**config.mk**
```make
export PLATFORM = sky130hd
export DESIGN_NAME = alu_issue_stage
export DESIGN_NICKNAME = d
export VERILOG_FILES = /design/src/rtl/core_pkg.sv /design/src/rtl/alu_issue_stage_fwd_mux.sv /design/src/rtl/alu_issue_stage.sv
export SDC_FILE = /design/constraint.sdc
export NUM_CORES = 1
export LEC_CHECK = 0
export CAP_MARGIN = 20
export CORE_AREA = 2 2 148 150
export DETAILED_ROUTE_END_ITERATION = 12
export DIE_AREA = 0 0 150 152
export PLACE_DENSITY = 0.87
export SKIP_CTS_REPAIR_TIMING = 1
export SLEW_MARGIN = 20
export SYNTH_ARGS = -nofsm -noshare
export SYNTH_HDL_FRONTEND = slang
export SYNTH_SLANG_ARGS = --single-unit
```
**constraint.sdc**
```tcl
create_clock -name clk -period 2.3 [get_ports clk]
set_input_delay 0.345 -clock clk [delete_from_list [all_inputs] [get_ports clk]]
set_output_delay 0.345 -clock clk [all_outputs]
set_load 0.01 [all_outputs]
```
**src/rtl/core_pkg.sv**
```systemverilog
// Shared core definitions: ALU op codes and the forwarding-source select type.
package core_pkg;

  localparam logic [3:0] ALU_AND = 4'b0000;
  localparam logic [3:0] ALU_OR  = 4'b0001;
  localparam logic [3:0] ALU_ADD = 4'b0010;
  localparam logic [3:0] ALU_XOR = 4'b0011;
  localparam logic [3:0] ALU_SUB = 4'b0100;
  localparam logic [3:0] ALU_EQ  = 4'b1000;

  typedef enum logic [1:0] {
    FWD_NONE  = 2'd0,
    FWD_EXMEM = 2'd1,
    FWD_MEMWB = 2'd2
  } fwd_sel_e;

  // The younger producer (EX/MEM) wins when both stages target the same register.
  function automatic fwd_sel_e fwd_select(input logic exmem_hit, input logic memwb_hit);
    if (exmem_hit) begin
      return FWD_EXMEM;
    end else if (memwb_hit) begin
      return FWD_MEMWB;
    end
    return FWD_NONE;
  endfunction

endpackage

```
**src/rtl/alu_issue_stage_fwd_mux.sv**
```systemverilog
// Operand forwarding mux: picks EX/MEM, MEM/WB or register-file data for one source.
module fwd_mux
  import core_pkg::*;
#(
  parameter int unsigned DATA_WIDTH     = 32,
  parameter int unsigned REG_ADDR_WIDTH = 5
) (
  input  logic [REG_ADDR_WIDTH-1:0] i_rs_addr,
  input  logic [DATA_WIDTH-1:0]     i_rs_data,
  input  logic                      i_exmem_reg_write,
  input  logic [REG_ADDR_WIDTH-1:0] i_exmem_rd,
  input  logic [DATA_WIDTH-1:0]     i_exmem_result,
  input  logic                      i_memwb_reg_write,
  input  logic [REG_ADDR_WIDTH-1:0] i_memwb_rd,
  input  logic [DATA_WIDTH-1:0]     i_memwb_result,
  output logic [DATA_WIDTH-1:0]     o_data_c
);

  logic     w_rs_nonzero;
  logic     w_exmem_hit;
  logic     w_memwb_hit;
  fwd_sel_e w_sel;

  // x0 is hardwired zero, so writes targeting it are never forwarded.
  assign w_rs_nonzero = (i_rs_addr != '0);
  assign w_exmem_hit  = i_exmem_reg_write && (i_exmem_rd == i_rs_addr) && w_rs_nonzero;
  assign w_memwb_hit  = i_memwb_reg_write && (i_memwb_rd == i_rs_addr) && w_rs_nonzero;
  assign w_sel        = fwd_select(w_exmem_hit, w_memwb_hit);

  always_comb begin
    o_data_c = i_rs_data;
    case (w_sel)
      FWD_EXMEM: o_data_c = i_exmem_result;
      FWD_MEMWB: o_data_c = i_memwb_result;
      default:   o_data_c = i_rs_data;
    endcase
  end

endmodule

```
**src/rtl/alu_issue_stage.sv**
```systemverilog
// ID/EX issue stage feeding the ALU: single-entry valid/ready register with
// operand forwarding, flush and a saturating back-pressure counter.
module alu_issue_stage
  import core_pkg::*;
#(
  parameter int unsigned DATA_WIDTH     = 32,
  parameter int unsigned OPCODE_LENGTH  = 4,
  parameter int unsigned REG_ADDR_WIDTH = 5
) (
  input  logic                      clk,
  input  logic                      rst_n,
  input  logic                      in_valid,
  output logic                      in_ready,
  input  logic [DATA_WIDTH-1:0]     in_rs1_data,
  input  logic [DATA_WIDTH-1:0]     in_rs2_data,
  input  logic [DATA_WIDTH-1:0]     in_imm,
  input  logic [REG_ADDR_WIDTH-1:0] in_rs1_addr,
  input  logic [REG_ADDR_WIDTH-1:0] in_rs2_addr,
  input  logic [REG_ADDR_WIDTH-1:0] in_rd_addr,
  input  logic                      in_alu_src,
  input  logic [OPCODE_LENGTH-1:0]  in_operation,
  input  logic                      in_reg_write,
  input  logic                      flush,
  input  logic                      exmem_reg_write,
  input  logic [REG_ADDR_WIDTH-1:0] exmem_rd,
  input  logic [DATA_WIDTH-1:0]     exmem_result,
  input  logic                      memwb_reg_write,
  input  logic [REG_ADDR_WIDTH-1:0] memwb_rd,
  input  logic [DATA_WIDTH-1:0]     memwb_result,
  output logic                      out_valid,
  input  logic                      out_ready,
  output logic [DATA_WIDTH-1:0]     SrcA,
  output logic [DATA_WIDTH-1:0]     SrcB,
  output logic [OPCODE_LENGTH-1:0]  Operation,
  output logic [DATA_WIDTH-1:0]     out_store_data,
  output logic [REG_ADDR_WIDTH-1:0] out_rd,
  output logic                      out_reg_write,
  output logic [31:0]               perf_stall_cnt
);

  localparam int unsigned CNT_WIDTH = 32;

  logic                      r_valid;
  logic [DATA_WIDTH-1:0]     r_rs1_data;
  logic [DATA_WIDTH-1:0]     r_rs2_data;
  logic [DATA_WIDTH-1:0]     r_imm;
  logic [REG_ADDR_WIDTH-1:0] r_rs1_addr;
  logic [REG_ADDR_WIDTH-1:0] r_rs2_addr;
  logic [REG_ADDR_WIDTH-1:0] r_rd;
  logic                      r_alu_src;
  logic [OPCODE_LENGTH-1:0]  r_operation;
  logic                      r_reg_write;
  logic [CNT_WIDTH-1:0]      r_stall_cnt;

  logic                      w_in_ready;
  logic                      w_xfer;
  logic                      w_stall;
  logic [DATA_WIDTH-1:0]     w_rs1_fwd;
  logic [DATA_WIDTH-1:0]     w_rs2_fwd;

  assign w_in_ready = !r_valid || out_ready;
  assign w_xfer     = in_valid && w_in_ready;
  assign w_stall    = r_valid && !out_ready;

  // Handshake and payload capture; flush outranks any transfer.
  always_ff @(posedge clk or negedge rst_n) begin
    if (!rst_n) begin
      r_valid     <= 1'b0;
      r_rs1_data  <= '0;
      r_rs2_data  <= '0;
      r_imm       <= '0;
      r_rs1_addr  <= '0;
      r_rs2_addr  <= '0;
      r_rd        <= '0;
      r_alu_src   <= 1'b0;
      r_operation <= '0;
      r_reg_write <= 1'b0;
    end else if (flush) begin
      r_valid <= 1'b0;
    end else if (w_xfer) begin
      r_valid     <= 1'b1;
      r_rs1_data  <= in_rs1_data;
      r_rs2_data  <= in_rs2_data;
      r_imm       <= in_imm;
      r_rs1_addr  <= in_rs1_addr;
      r_rs2_addr  <= in_rs2_addr;
      r_rd        <= in_rd_addr;
      r_alu_src   <= in_alu_src;
      r_operation <= in_operation;
      r_reg_write <= in_reg_write;
    end else if (out_ready && r_valid) begin
      r_valid <= 1'b0;
    end
  end

  // Back-pressure counter saturates rather than wrapping; only reset clears it.
  always_ff @(posedge clk or negedge rst_n) begin
    if (!rst_n) begin
      r_stall_cnt <= '0;
    end else if (w_stall && (r_stall_cnt != {CNT_WIDTH{1'b1}})) begin
      r_stall_cnt <= r_stall_cnt + CNT_WIDTH'(1);
    end
  end

  fwd_mux #(
    .DATA_WIDTH     (DATA_WIDTH),
    .REG_ADDR_WIDTH (REG_ADDR_WIDTH)
  ) u_fwd_rs1 (
    .i_rs_addr         (r_rs1_addr),
    .i_rs_data         (r_rs1_data),
    .i_exmem_reg_write (exmem_reg_write),
    .i_exmem_rd        (exmem_rd),
    .i_exmem_result    (exmem_result),
    .i_memwb_reg_write (memwb_reg_write),
    .i_memwb_rd        (memwb_rd),
    .i_memwb_result    (memwb_result),
    .o_data_c          (w_rs1_fwd)
  );

  fwd_mux #(
    .DATA_WIDTH     (DATA_WIDTH),
    .REG_ADDR_WIDTH (REG_ADDR_WIDTH)
  ) u_fwd_rs2 (
    .i_rs_addr         (r_rs2_addr),
    .i_rs_data         (r_rs2_data),
    .i_exmem_reg_write (exmem_reg_write),
    .i_exmem_rd        (exmem_rd),
    .i_exmem_result    (exmem_result),
    .i_memwb_reg_write (memwb_reg_write),
    .i_memwb_rd        (memwb_rd),
    .i_memwb_result    (memwb_result),
    .o_data_c          (w_rs2_fwd)
  );

  assign in_ready       = w_in_ready;
  assign out_valid      = r_valid;
  assign SrcA           = w_rs1_fwd;
  assign SrcB           = r_alu_src ? r_imm : w_rs2_fwd;
  assign Operation      = r_operation;
  assign out_store_data = w_rs2_fwd;
  assign out_rd         = r_rd;
  assign out_reg_write  = r_valid && r_reg_write;
  assign perf_stall_cnt = r_stall_cnt;

endmodule

```
==> results.py <==
metrics = {
    "setup_path": {
        "crit_type": "reg -> out",
        "cp_data_arrival_time_ns": 2.74,
        "endpoint_kind": "output port",
        "cp_max_fo": 9,
        "ff2ff_setup_slack_ns": 0.26,
        "critPathLaunchType": "register",
        "cp_data_required_time_ns": 1.96,
    },
    "grt": {
        "grt.overflow.total": 0,
        "use_met2_pct": 41.62,
        "grt.met3_usage_pct": 6.607,
        "grt_max_degree": 73,
        "grt_pass1_wl_mm": 43.09,
        "first_global_vias": 8069,
        "grt-busiest-layer": "met2",
        "grt_antenna_before_repair": 3,
        "grt.met1_usage_pct": 28.63,
        "grt_usage_pct": 24.11,
    },
    "hold_path": {
        "hp-class": "in -> async",
    },
    "synth": {
        "ys_ff_latch": 150,
        "yosys_warnings": 0,
        "syn_inst": 822,
        "synthDistinctLibCells": 36,
        "ys_seq_area_share_pct": 46.04,
        "synth_nets": 1021,
        "yosys.area.top_type": "dfrtp_1",
        "synth_top_area_share_pct": 46.04,
        "avgSynthCellArea_um2": 9.918,
        "synth_area_leaders": "dfrtp_1 46%, mux2_2 12%, nor2_1 5.0%",
        "syn_area_mm2": 0.008153,
    },
    "pwr": {
        "pwr-share-clk_pct": 29.2,
        "switching_power_mw": 3.283,
        "p_leak_nw": 5.789,
        "p_seq_share_pct": 34.5,
        "peakVddDrop_v": 0.0004935,
        "p_int_mw": 6.231,
        "p_total_mw": 9.513,
        "pwr_density_cell_mw_per_mm2": 683.3,
        "p_comb_share_pct": 36.3,
        "switching_share_pct": 34.51,
    },
    "finish": {
        "drive_gt1_share_pct": 34.67,
        "layout_commonest_cell": "clkdlybuf4s50_1",
        "finalNonFillerCells": 1508,
        "syn_to_final_growth_pct": 70.76,
        "final_cell_mix": "240 x clkdlybuf4s50_1, 149 x dfrtp_1, 96 x nor2_1",
        "layout.nets": 1412,
    },
    "timing": {
        "finalSetupViolCount": 96,
        "period_needed_ns": 3.080,
        "tightest_slew_ns": 0.4876,
        "finClkSkew_ns": 0.008181,
        "setup-tns-final_ns": -54.71,
        "timing.final.crit_share_pct": 133.9,
        "rsz0062_at_grt": "yes",
        "finalHoldViolations": 0,
        "maxSlewViolCount": 0,
        "setup_slack_ns": -0.7803,
        "clock.fmax_mhz": 324.6,
        "slew_headroom_pct": 67.50,
        "hold_slack_ns": 0.4384,
    },
    "run_status": {
        "violations": "setup timing",
        "status": "complete, but fails checks",
    },
    "place": {
        "hpwl_mm": 21.00,
        "dp.cells": 1445,
        "portBuffers": 337,
        "routabilityCongestion": 0.9141,
    },
    "detailed_routing": {
        "via_per_inst": 5.364,
        "drtAntennaViolNets": 0,
        "drt_iter0_markers": 367,
        "routed_wl_mm": 32.20,
        "drcViolationCount": 0,
        "firstDrtPassIters": 5,
        "via_count": 8089,
        "wl_per_cell_um": 21.35,
    },
    "clock_tree": {
        "cts.clk_slew.worst_paths_ns": 0.07,
        "clk-insertion-delay-late_ns": 0.42,
        "cts_buffers": 17,
        "cts_tree": "built",
        "h-tree-depth": 4,
        "root_buffer": "clkbuf_16",
        "clock-sinks": 150,
        "clockBufferDepth": 2,
    },
    "die": {
        "rows": 54,
        "die_y_um": 152,
        "dieArea_mm2": 0.02280,
        "ios": 338,
        "die_w_um": 150,
        "start_util_pct": 38.19,
        "core_area_mm2": 0.02135,
    },
    "flow_run": {
        "cap_violations": 0,
    },
}
## metrics by stage
stage	cell area (um2)	util [%]	setup WS [ns]
final	13920	65.21	-0.7803
after detailed placement	12460	58.34	-0.7652
after CTS	13040	61.08	-1.175
after global placement	12460	58.34	-0.7456
after floorplan	8330	-	-0.05317
after global routing	13920	65.21	-0.8816
## power groups by stage
stage | Sequential (mW) | Clock (mW) | Combinational, mW
floorplan | 3.28 | 0 | 1.44
finish | 3.28 | 2.78 | 3.45
global route | 3.33 | 2.96 | 3.66
CTS | 3.26 | 2.83 | 3.25
global placement | 3.28 | 0 | 3.17
detailed placement | 3.31 | 0 | 3.23
## cell type report
| cell class | count | area (um2) |
|---|---|---|
| Antenna cell | 2 | 5.005 |
| Clock buffer | 17 | 425.4 |
| Clock inverter | 15 | 158.9 |
| Fill cell | 1576 | 7428 |
| Inverter | 33 | 123.9 |
| Multi-Input combinational cell | 585 | 5015 |
| Sequential cell | 150 | 3755 |
| Tap cell | 280 | 350.3 |
| Timing Repair Buffer | 426 | 4089 |
## kinds of logic (layout without fill, tap and decap cells)
group / count (synthesis) / after routing / synth area share, %
fa+ha+maj: 1 / 1 / 0.1534
other cells: 0 / 2 / 0
flops: 150 / 150 / 46.04
xor+xnor: 49 / 49 / 5.264
buf+inv: 87 / 491 / 4.589
compound gates: 168 / 168 / 14.96
mux: 118 / 118 / 15.81
simple gates: 249 / 249 / 13.18
## final timing paths
kind / start / endpoint / cells past startpoint
worst max-delay path: r_rs2_addr[1]$_DFFE_PN0P_ / SrcB[21] / 10
worst max register to register: perf_stall_cnt[0]$_DFFE_PN0P_ / perf_stall_cnt[1]$_DFFE_PN0P_ / 7
min in group clk: in_rs2_data[30] / r_rs2_data[30]$_DFFE_PN0P_ / 3
max in group asynchronous: rst_n / perf_stall_cnt[19]$_DFFE_PN0P_ / 3
worst min-delay path: rst_n / r_rs2_addr[4]$_DFFE_PN0P_ / 2
worst min register to register: r_imm[17]$_DFFE_PN0P_ / r_imm[17]$_DFFE_PN0P_ / 1
## worst max-delay path: stages (launching register included)
cell and delay, ns:
dfrtp_1 0.38, buf_4 0.13, buf_4 0.14, xnor2_1 0.11, and4_1 0.32, and3_4 0.28, buf_12 0.17, buf_12 0.17
a211oi_4 0.08, o31ai_2 0.32, clkbuf_2 0.21
## sequential cells by signal, summed over array words and instances (netlist names)
register        count
r_alu_src           1
r_rs2_addr          5
r_rs1_data         32
r_rs1_addr          5
r_imm              32
perf_stall_cnt     32
r_rs2_data         32
out_rd              5
out_valid           1
r_reg_write         1
Operation           4
## layer usage
metal | vias up | routed length (um)
li1 | 3675 | -
met1 | 3982 | 12660
met2 | 353 | 16000
met3 | 77 | 2509
met4 | 2 | 1023
met5 | - | 8
## cells in the mapped netlist (all sizes together)
master   instances
dfrtp          150
nor2           108
mux2            86
nand2           80
xnor2           39
a31oi           35
a211oi          33
clkbuf          33
inv             33
o21ai           33
a21oi           32
mux2i           32
o31ai           32
buf             21
nand3           17
nand4           16
xor2            10
and3             6
nor3             5
and4             4
or2              4
a2111oi          2
nor4             2
or3              2
and2             1
ha               1
nand4b           1
nor2b            1
nor3b            1
o211ai           1
or4              1
Note: power is estimated with default switching activity, not from simulation.
